<file path="src/rtl/bulls_cows_engine.sv">
// Two-player Bulls & Cows controller: captures a secret from each player,
// alternates guesses, scores each guess against the opponent's secret and
// declares a winner or a draw.
module bulls_cows_engine #(
   parameter int unsigned DIGITS    = 4,
   parameter int unsigned DIGIT_W   = 4,
   parameter int unsigned MAX_DIGIT = 9,
   parameter int unsigned MAX_TRIES = 10,
   localparam int unsigned CW = $clog2(DIGITS + 1),
   localparam int unsigned TW = $clog2(MAX_TRIES + 1),
   localparam int unsigned WW = DIGITS * DIGIT_W
) (
   input  logic          clock,
   input  logic          reset,
   input  logic          confirm,
   input  logic [WW-1:0] SW,
   output logic [2:0]    state,
   output logic          player,
   output logic [CW-1:0] bulls,
   output logic [CW-1:0] cows,
   output logic          score_valid,
   output logic          err,
   output logic [1:0]    winner,
   output logic [TW-1:0] tries_p1,
   output logic [TW-1:0] tries_p2
);

   typedef enum logic [2:0] {
      StReadS1 = 3'd0,
      StReadS2 = 3'd1,
      StGuess  = 3'd2,
      StScore  = 3'd3,
      StWin    = 3'd4,
      StDraw   = 3'd5
   } state_e;

   state_e        state_q, state_d;
   logic          player_q, player_d;
   logic [CW-1:0] bulls_q, bulls_d, cows_q, cows_d;
   logic          score_valid_q, score_valid_d, err_q, err_d;
   logic [1:0]    winner_q, winner_d;
   logic [TW-1:0] tries_p1_q, tries_p1_d, tries_p2_q, tries_p2_d;
   logic [WW-1:0] secret1_q, secret1_d, secret2_q, secret2_d, guess_q, guess_d;

   logic          sw_valid;
   logic [WW-1:0] secret_sel;
   logic [CW-1:0] bulls_c, cows_c;
   logic [TW-1:0] tries_cur, tries_inc;

   // Word is legal when every digit is in range and all digits are distinct.
   always_comb begin
      sw_valid = 1'b1;
      for (int i = 0; i < DIGITS; i++) begin
         if (SW[i*DIGIT_W +: DIGIT_W] > DIGIT_W'(MAX_DIGIT)) sw_valid = 1'b0;
         for (int j = i + 1; j < DIGITS; j++) begin
            if (SW[i*DIGIT_W +: DIGIT_W] == SW[j*DIGIT_W +: DIGIT_W]) sw_valid = 1'b0;
         end
      end
   end

   // Score the registered guess against the opponent's secret.
   always_comb begin
      secret_sel = player_q ? secret1_q : secret2_q;
      bulls_c    = '0;
      cows_c     = '0;
      for (int i = 0; i < DIGITS; i++) begin
         for (int j = 0; j < DIGITS; j++) begin
            if (guess_q[i*DIGIT_W +: DIGIT_W] == secret_sel[j*DIGIT_W +: DIGIT_W]) begin
               if (i == j) bulls_c = bulls_c + CW'(1);
               else        cows_c  = cows_c + CW'(1);
            end
         end
      end
   end

   // Current player's try count after this score, saturating at the limit.
   always_comb begin
      tries_cur = player_q ? tries_p2_q : tries_p1_q;
      tries_inc = (tries_cur < TW'(MAX_TRIES)) ? tries_cur + TW'(1) : tries_cur;
   end

   // Next-state and output-register logic.
   always_comb begin
      state_d       = state_q;
      player_d      = player_q;
      bulls_d       = bulls_q;
      cows_d        = cows_q;
      score_valid_d = 1'b0;
      err_d         = 1'b0;
      winner_d      = winner_q;
      tries_p1_d    = tries_p1_q;
      tries_p2_d    = tries_p2_q;
      secret1_d     = secret1_q;
      secret2_d     = secret2_q;
      guess_d       = guess_q;
      unique case (state_q)
         StReadS1: begin
            if (confirm) begin
               if (sw_valid) begin
                  secret1_d = SW;
                  state_d   = StReadS2;
               end else begin
                  err_d = 1'b1;
               end
            end
         end
         StReadS2: begin
            if (confirm) begin
               if (sw_valid) begin
                  secret2_d = SW;
                  player_d  = 1'b0;
                  state_d   = StGuess;
               end else begin
                  err_d = 1'b1;
               end
            end
         end
         StGuess: begin
            if (confirm) begin
               if (sw_valid) begin
                  guess_d = SW;
                  state_d = StScore;
               end else begin
                  err_d = 1'b1;
               end
            end
         end
         StScore: begin
            bulls_d       = bulls_c;
            cows_d        = cows_c;
            score_valid_d = 1'b1;
            if (player_q) tries_p2_d = tries_inc;
            else          tries_p1_d = tries_inc;
            if (bulls_c == CW'(DIGITS)) begin
               winner_d = player_q ? 2'd2 : 2'd1;
               state_d  = StWin;
            end else if (player_q && tries_inc == TW'(MAX_TRIES)) begin
               winner_d = 2'd3;
               state_d  = StDraw;
            end else begin
               player_d = ~player_q;
               state_d  = StGuess;
            end
         end
         StWin, StDraw: begin
            if (confirm) begin
               secret1_d  = '0;
               secret2_d  = '0;
               guess_d    = '0;
               bulls_d    = '0;
               cows_d     = '0;
               tries_p1_d = '0;
               tries_p2_d = '0;
               winner_d   = 2'd0;
               player_d   = 1'b0;
               state_d    = StReadS1;
            end
         end
         default: state_d = StReadS1;
      endcase
   end

   // State and output registers with asynchronous reset.
   always_ff @(posedge clock or posedge reset) begin
      if (reset) begin
         state_q       <= StReadS1;
         player_q      <= 1'b0;
         bulls_q       <= '0;
         cows_q        <= '0;
         score_valid_q <= 1'b0;
         err_q         <= 1'b0;
         winner_q      <= 2'd0;
         tries_p1_q    <= '0;
         tries_p2_q    <= '0;
         secret1_q     <= '0;
         secret2_q     <= '0;
         guess_q       <= '0;
      end else begin
         state_q       <= state_d;
         player_q      <= player_d;
         bulls_q       <= bulls_d;
         cows_q        <= cows_d;
         score_valid_q <= score_valid_d;
         err_q         <= err_d;
         winner_q      <= winner_d;
         tries_p1_q    <= tries_p1_d;
         tries_p2_q    <= tries_p2_d;
         secret1_q     <= secret1_d;
         secret2_q     <= secret2_d;
         guess_q       <= guess_d;
      end
   end

   assign state       = state_q;
   assign player      = player_q;
   assign bulls       = bulls_q;
   assign cows        = cows_q;
   assign score_valid = score_valid_q;
   assign err         = err_q;
   assign winner      = winner_q;
   assign tries_p1    = tries_p1_q;
   assign tries_p2    = tries_p2_q;

endmodule

</file>
<file path="config.mk">
export PLATFORM = sky130hd
export DESIGN_NAME = bulls_cows_engine
export DESIGN_NICKNAME = d
export VERILOG_FILES = /design/src/rtl/bulls_cows_engine.sv
export SDC_FILE = /design/constraint.sdc
export NUM_CORES = 1
export LEC_CHECK = 0
export ABC_AREA = 1
export CORE_ASPECT_RATIO = 1.2
export CORE_UTILIZATION = 45
export DETAILED_ROUTE_END_ITERATION = 6
export HOLD_SLACK_MARGIN = 0.15
export MAX_ROUTING_LAYER = met4
export PLACE_DENSITY = 0.64
export SKIP_CTS_REPAIR_TIMING = 1
export SLEW_MARGIN = 20
export SYNTH_ARGS = -nofsm -noshare
export SYNTH_HDL_FRONTEND = slang
export SYNTH_SLANG_ARGS = --single-unit
</file>
<file path="constraint.sdc">
create_clock -name clock -period 6.92 [get_ports clock]
set_input_delay 1.384 -clock clock [delete_from_list [all_inputs] [get_ports clock]]
set_output_delay 1.384 -clock clock [all_outputs]
set_load 0.1 [all_outputs]
</file>
Yosys cells after proc, flatten, opt, wreduce, memory -nomap -nowiden
Cells that the tools add are included.
{"block": "totals", "ff_bits": 70, "latch_bits": 0, "mem_bits_rw": 0, "romBits": 0, "input_bits": 19, "output_inout_bits": 22, "elab_cells": 159, "n_memories": 0}
{"block": "op_classes", "add_sub_neg": 15, "n_mul": 0, "div_mod_pow": 0, "n_lt_le_gt_ge": 5, "eq_ne": 41, "shifts": 0, "n_mux": 67, "n_bitwise": 1, "n_reduce_logical": 18}
{"operator": "$pmux W16 S2", "count": 3}
{"operator": "$eq A4 B4 Y1", "count": 22}
{"operator": "$mux W3", "count": 23}
{"operator": "$mux W16", "count": 4}
{"operator": "$add A3 B1 Y3 const B", "count": 14}
{"operator": "$ne A2 B2 Y1 const B", "count": 11}
{"operator": "$mux W1", "count": 21}
{"operator": "$mux W4", "count": 5}
{"operator": "$gt A4 B4 Y1 const B", "count": 4}
{"operator": "$pmux W4 S2", "count": 2}
{"operator": "$pmux W3 S5", "count": 1}
{"operator": "$pmux W3 S2", "count": 2}
{"operator": "$reduce_and A4 Y1", "count": 3}
{"operator": "$eq A3 B3 Y1 const B", "count": 3}
{"operator": "$reduce_and A3 Y1", "count": 3}
{"operator": "$mux W2", "count": 4}
{"operator": "$reduce_bool A2 Y1", "count": 4}
{"operator": "$reduce_and A7 Y1", "count": 1}
{"operator": "$eq A3 B2 Y1 const B", "count": 2}
{"operator": "$reduce_and A6 Y1", "count": 1}
{"operator": "$add A4 B1 Y4 const B", "count": 1}
{"operator": "$eq A4 B4 Y1 const B", "count": 1}
{"operator": "$lt A4 B4 Y1 const B", "count": 1}
{"operator": "$pmux W2 S2", "count": 1}
{"operator": "10 further kinds", "count": 10}

Logic depth before layout (Yosys ltp)
Gate-level depths: netlist of the first run.
{"block": "depth", "ltp_word": 26, "depth_mapped": 41, "mapped_depth_nobuf": 40}

Worst setup path after synthesis of the first run
OpenSTA, ideal clock, no wires.
{"block": "synth_timing", "path_kind": "register -> register", "from": "register player_q (netlist: player)", "to": "register cows_q[2] (netlist: cows[2])", "setup_time_ps": 125, "t_arrival_ps": 7134, "required_time_ps": 6795, "setup_slack_ps": -339, "stages_incl_launch_ff": 40, "n_path_buf": 2, "synth_period_minus_slack_ps": 7259, "cell_sequence": "dfrtp_1 > buf_4 > buf_6 > nand2_1 > o21ai_1 > xor2_1 > nor4_1 > ha_1 > inv_1 > nand3_1 > nand2_2 > ha_1 > o21a_1 > ha_1 > inv_1 > o21ai_0 > ha_1 > inv_1 > [... 4 more ...] > nand2_1 > ha_1 > or2_2 > and2_1 > ha_1 > nand2_1 > nand2_1 > ha_1 > or2_2 > and2_1 > ha_1 > nand2_1 > nand2_1 > ha_1 > nand2_1 > xor2_1 > xnor2_1 > o21ai_1"}
{"block": "synth_between", "elab_chain_len": 26, "word_cells_on_any_way": 37, "cone_classes": "add/sub: 11; eq/ne: 12; mux: 14"}
{"item": "start, declared", "line_no": "38", "source": "logic player_q, player_d;"}
{"item": "start signal, assigned", "line_no": "180", "source": "player_q <= player_d;"}
{"item": "$mux W16 *", "line_no": "63", "source": "secret_sel = player_q ? secret1_q : secret2_q;"}
{"item": "$eq A4 B4 Y1", "line_no": "68", "source": "if (guess_q[i*DIGIT_W +: DIGIT_W] == secret_sel[j*DIGIT_W +: DIGIT_W]) begin"}
{"item": "$mux W1", "line_no": "68"}
{"item": "$add A3 B1 Y3", "line_no": "70", "source": "else cows_c = cows_c + CW'(1);"}
{"item": "$mux W3", "line_no": "68"}
{"item": "$add A3 B1 Y3", "line_no": "70"}
{"item": "$mux W3", "line_no": "68"}
{"item": "$add A3 B1 Y3", "line_no": "70"}
{"item": "[... 10 more ...]"}
{"item": "$mux W3", "line_no": "68"}
{"item": "$add A3 B1 Y3", "line_no": "70"}
{"item": "$mux W3", "line_no": "68"}
{"item": "$add A3 B1 Y3", "line_no": "70"}
{"item": "$mux W3", "line_no": "68"}
{"item": "$add A3 B1 Y3", "line_no": "70"}
{"item": "$mux W3 *", "line_no": "68"}
{"item": "$pmux W3 S2 *", "line_no": "96", "source": "unique case (state_q)"}
{"item": "end signal, assigned", "line_no": "182", "source": "cows_q <= cows_d;"}
{"item": "end, declared", "line_no": "39", "source": "logic [CW-1:0] bulls_q, bulls_d, cows_q, cows_d;"}
Mark *: on every way between the ends. The rest lies on a longest branch, timed or not.
A chain may end at the register's enable or synchronous reset.

Final worst setup path of the first run
Same ends and word-level chain as after synthesis.

==> results of run 1 <==
-- cell usage after synthesis, drive strengths merged, types with 10 or more instances --
cell    number  share of area [%]
a21oi       24                2.4
clkbuf      18                1.4
dfrtp       70                 34
ha          15                3.7
inv         85                6.2
nand2      162                 12
nand3       73                7.6
nor2        25                1.9
o21ai       42                4.7
o22ai       21                2.6
o31ai       10                1.5
xnor2       13                2.2
xor2        68                 12
-- cells by family (layout without fill, tap and decap cells) --
group	count (synthesis)	after routing	synth area share, %
flops	70	70	34.31
fa+ha+maj	15	15	3.676
simple gates	288	288	25.34
mux	2	2	0.4166
buf+inv	115	165	9.091
compound gates	111	111	13.28
xor+xnor	81	81	13.89
-- routing by layer --
metal  track usage [%]  vias to the layer above  share of wire (%)
met1             29.92                     2303                 44
met4             9.651                        0                2.2
met3             2.365                       18                2.8
met5                 -                        -                  0
met2             39.76                      102                 51
li1                  -                     2320                  -
-- area by class of cell --
type	instances	area share (%)
clock buffer	12	4.052
clock inverter	4	0.3908
inverter	90	5.677
multi-input combinational	497	49.42
sequential	70	28.82
tap	132	2.715
timing repair buffer	58	8.824
timing repair inverter	1	0.1028
-- stage by stage --
| step | hold WS, ps | setup TNS (ps) | utilization (%) | std cells |
|---|---|---|---|---|
| 6_report | 478.5 | 0 | 55.12 | 864 |
| 3_5_place_dp | 470.6 | 0 | 51.08 | 841 |
| 3_3_place_gp | 464.7 | 0 | 51.08 | 841 |
| 4_1_cts | 485.1 | 0 | 53.53 | 857 |
| 5_1_grt | 501.0 | -49.53 | 55.12 | 864 |
| 2_1_floorplan | 452.0 | 0 | - | 682 |
-- tightest hold or removal path, stage by stage, from the launching register on --
cell and delay (ps):
dfrtp_1 340, nand2_1 50, nand2_1 50
-- worst max path at each step --
stage           start  endpoint  depth (start not counted)
2_1_floorplan  player   cows[2]                         39
3_5_place_dp   player   cows[2]                         40
5_1_grt        player   cows[2]                         37
3_3_place_gp   player   cows[2]                         40
6_report       player   cows[2]                         37
4_1_cts        player   cows[2]                         40
-- registers in the layout, summed over array words and instances, names as in the netlist --
register / cells
err: 1
winner: 2
tries_p1: 4
state: 3
player: 1
score_valid: 1
secret1_q: 16
cows: 3
tries_p2: 4
guess_q: 16
bulls: 3
secret2_q: 16
==> results.md, run 1 <==
* Post-synthesis sequential area ratio at 34.31%
* Die H at 118.7 um
* Reg area at 1753 um^2
* Outcome: complete, no violations
* Clock Path Buffers at 2
* Most used DFF post-synth: dfrtp_1
* Antenna violations before repair at 0
* Worst Hold Launch: cows[1]
* Min-delay worst type: reg -> reg
* Worst EP required at 7130 ps
* Number of synthesized flops with an enable pin at 0
* Multi-input logic area at 3007 um^2
* Post-route cell area at 6083 um^2
* Cell Rows at 42
* # setup viols final at 0
* Hold path endpoint: cows[1]
* Least-Margin Pin Slew at 973.7 ps
* Final net count at 761
* PortBufs at 40
* CTS buffer count at 9
* Most numerous cell on the critical path: ha_1
* Drt wl/cell at 15.41 um
* WHS Path Cells at 2
* CP max-delay cell: dfrtp_2
* Synthesized instance count at 682
* Max_slew headroom at 34.88%
* Reg2Reg Depth at 37
* Buf/Inv on CP at 5
* Crit-path max FO at 5
* Antenna diode count at 0
* Post-layout min period at 6537 ps
* Remaining DRCs at 0
* Synthesis Warnings at 0
* Largest net degree at the start of global routing at 71
* Vias per cell at 5.490
* DR pass1 iterations at 5
* CP delay by family, top: adder cells
* First-pass GRT wire length at 21670 um
* Slew Limit Fails at 0
* Post-DP Area at 5637 um^2
* Gr ovfl total at 0
* Synth Cell Area at 5106 um^2
* GP Congestion at 0.9198
* Critical Path Start Type: flop
* Clk slew on worst S/H paths at 60 ps
* # H-tree levels at 3
* Post-route ant nets at 0
* Area grow syn2layout at 19.14%
* R2R Path End: cows[2]
* Delay of the slowest critical-path stage at 470 ps
* DIE AREA at 11780 um^2
* Initial Utilization at 46.27%
* Cell variety after synth at 41
* Detailed Place HPWL at 9969 um
* Number of global-route vias before repair at 4585
* Die W at 99.24 um
* Clock Tree Root: clkbuf_16
* Total I/O pin count at 41
* Routed Wire Length at 13320 um
* Detailed router's first-iteration violation count at 260
* Maximum clock frequency at 0.1530 GHz
* CORE AREA at 11040 um^2
* Clock Latency Late Sink at 330 ps
* GRT Util Overall at 23.96%
* Final period util at 94.46%
* Layout Skew at 5.322 ps
* Crit Path Category: reg -> reg
* Syn_area_per_cell at 7.487 um^2
* Worst r2r src: player
* Final Hold Viols at 0
* CP Capture Type: flop
* Number of max-cap violations at 0
* Layout cell share with drive strength beyond 1 at 11.34%
* Register bit total from synthesis at 70
* CTS Sinks at 70
* CTS tree: built
* Arr. time, crit path at 6750 ps
* Slack of the critical path at 383.1 ps
* Commonest non-fill, non-tap cell in the layout: nand2_1
* Commonest cells after routing, fill and taps aside: nand2_1 (149), inv_1 (80), dfrtp_1 (69)
* Asr flop ratio synth at 100.0%
* Syn Nets at 716
* Place WS at 56.69 ps
* Vias at 4743
* Number of fill cells at 1008
* FF-to-FF setup slack at 380 ps
Power of run 1 is left out: the tool's default activity adds up to more than one toggle a clock period on the data nets, which glitch-free logic cannot reach.
==> run 2, diff against run 1 <==
- ABC_AREA: 1 -> unset
==> results.md, run 2 <==
* Outcome: complete, but fails checks
* Failing checks: negative setup slack
* Sum of negative setup slack at -306.9 ps (-306.9 ps)
* Remaining DRCs at 0 (unchanged)
* Cell variety after synth at 51 (+24%)
* CP max-delay cell: or4_4
* Routed Wire Length at 12660 um (-4.9%)
* Arr. time, crit path at 7440 ps (+690 ps)
* Worst EP required at 7140 ps (about the same)
* Slew Limit Fails at 0 (unchanged)
* Area leader, netlist: dfrtp_1
* Yosys top cell area share at 33.98% (-0.32 points)
* Total I/O pin count at 41 (unchanged)
* Slack of the critical path at -306.9 ps (-690.0 ps)
* Area grow syn2layout at 21.50%
* Min-delay worst type: reg -> reg
* Max_slew headroom at 28.13% (-6.8 points)
* CTS buffer count at 9 (unchanged)
* Post-layout min period at 7227 ps (+690.0 ps)
* # H-tree levels at 3 (unchanged)
* Post-route ant nets at 0 (unchanged)
* Number of fill cells at 996 (-1.2%)
* Largest regs: guess_q x16, secret1_q x16, secret2_q x16
* Post-synthesis sequential area ratio at 33.98% (-0.32 points)
* Crit-path max FO at 4 (-1)
* CTS Sinks at 70 (unchanged)
* Place WS at -314.3 ps (-370.9 ps)
* DR pass1 iterations at 4 (-1)
* Post-synthesis xor/xnor area fraction at 19.76% (+5.9 points)
* Final period util at 104.4% (+10 points)
* Vias per cell at 5.309 (-3.3%)
* Cell Rows at 42 (unchanged)
* Clock Tree Root: clkbuf_16
* Largest net degree at the start of global routing at 71 (unchanged)
* Layout Skew at 6.049 ps (+0.7271 ps)
* Detailed router's first-iteration violation count at 180 (-31%)
* Syn_area_per_cell at 8.857 um^2 (+18%)
* Commonest cells after routing, fill and taps aside: nand2_1 (91), xnor2_1 (91), dfrtp_1 (69)
* Synthesis Warnings at 0 (unchanged)
* Post-synthesis simple-gate area fraction at 18.03% (-7.3 points)
* Most used DFF post-synth: dfrtp_1
* Crit Path Category: reg -> reg
* Number of max-cap violations at 0 (unchanged)
* Clk slew on worst S/H paths at 50 ps (about the same)
* Gr ovfl total at 0 (unchanged)
* Largest family of logic cells by synthesized area: XOR/XNOR gates
* GRT Util Overall at 22.93% (-1.0 points)
* First-pass GRT wire length at 20470 um (-5.5%)
* Final Hold Viols at 0 (unchanged)
* Synth Area in Compound Gates at 8.908% (-4.4 points)
* Vias at 4083 (-14%)
* Most frequent cells after synthesis: nand2_1 (93), xnor2_1 (93), dfrtp_1 (70)
* Maximum clock frequency at 0.1384 GHz (-9.5%)
* Clock Latency Late Sink at 330 ps (about the same)
* Most numerous cell on the critical path: ha_1
* PortBufs at 40 (unchanged)
* FF-to-FF setup slack at -310 ps (-690 ps)
* Post-Synth Adder-Cell Area at 3.641% (-0.035 points)
* Critical Path Start Type: flop
* Final hold slack at 485.1 ps (+6.618 ps)
* GP Congestion at 0.8653 (-5.9%)
* Post-synthesis mux area share at 8.981% (+8.6 points)
* Die W at 99.71 um (+0.47%)
* CTS tree: built
* Number of global-route vias before repair at 4082 (-11%)
* Syn Nets at 616 (-14%)
* Initial Utilization at 46.49% (+0.22 points)
* Asr flop ratio synth at 100.0% (unchanged)
* Delay of the slowest critical-path stage at 550 ps (+80 ps)
* RSZ-0062 raised after global routing: yes
* DIE AREA at 11890 um^2 (+0.94%)
* Synthesized instance count at 582 (-15%)
* Final net count at 646 (-15%)
* Layout Utilization at 56.49% (+1.4 points)
* Least-Margin Pin Slew at 1068 ps (+94.46 ps)
* Clock Path Buffers at 2 (unchanged)
* Register bit total from synthesis at 70 (unchanged)
* CP Capture Type: flop
* Antenna diode count at 0 (unchanged)
* Number of synthesized flops with an enable pin at 0 (unchanged)
* CORE AREA at 11090 um^2 (+0.48%)
* Drt wl/cell at 16.46 um (+6.8%)
* Synth Cell Area at 5155 um^2 (+0.96%)
* Layout cell share with drive strength beyond 1 at 18.05% (+6.7 points)
* Die H at 119.2 um (+0.47%)
* Detailed Place HPWL at 9228 um (-7.4%)
* # setup viols final at 1 (+1)
* Synth top area cells: dfrtp_1 (34%), xnor2_1 (16%), nand2_1 (6.8%)
* Antenna violations before repair at 0 (unchanged)
-- run 2: changes by cell type in the layout (fill, tap and decap cells not counted), moves of 14 or more --
cell / delta
nand2_1: -58
nand3_1: -28
inv_1: -54
o22ai_1: -19
xor2_1: -55
buf_4: +17
a21oi_1: -14
xnor2_1: +78
-- run 2: per-layer routing --
| metal | GRT usage, % | vias to the layer above | share of wire [%] |
|---|---|---|---|
| met3 | 4.225 | 23 | 3.0 |
| met4 | 7.629 | 0 | 1.7 |
| met2 | 37.97 | 79 | 51 |
| li1 | - | 1993 | - |
| met5 | - | - | 0 |
| met1 | 28.05 | 1988 | 44 |
-- run 2: final timing paths --
kind / startpoint / endpoint / cells past startpoint
worst max-delay path: player / cows[2] / 40
worst min-delay path: bulls[1] / bulls[1] / 2
worst max register to register: player / cows[2] / 40
worst min register to register: bulls[1] / bulls[1] / 2
max in group asynchronous: reset / player / 3
min in group asynchronous: reset / cows[2] / 3
-- run 2: logic make-up (layout without fill, tap and decap cells) --
| kind of cell | after synthesis | in the layout |
|---|---|---|
| AO/OA/AOI/OAI | 81 | 81 |
| XOR/XNOR | 110 | 110 |
| adder cells (fa/ha/maj) | 15 | 15 |
| buffers and inverters | 88 | 121 |
| flip-flops | 70 | 70 |
| multiplexers | 35 | 35 |
| AND/OR/NAND/NOR | 183 | 183 |
-- run 2: final cells by class --
type                    instances  area (um^2)  area share (%)
clock inverters                 1        5.005         0.07990
repair buffers                 75        693.2           11.07
clock buffers                  13        270.3           4.315
well taps                     154        192.7           3.076
multi-input cells             424         3227           51.52
flip-flops and latches         70         1753           27.99
inverters                      32        122.6           1.958
-- run 2: critical path, delay by kind of cell, from the launching register on --
family,cells,cell delay [ps]
mux,4,910
flops,1,450
compound gates,8,810
buf+inv,6,510
fa+ha+maj,10,2600
simple gates,7,1130
xor+xnor,5,700
-- run 2: per-stage QoR --
step                      area [um^2]  cells
after floorplan                  5204    582
after detailed placement         5797    750
after global placement           5797    750
final                            6264    769
after CTS                        6072    764
after global routing             6264    769
Power of run 2 is left out for the same reason.
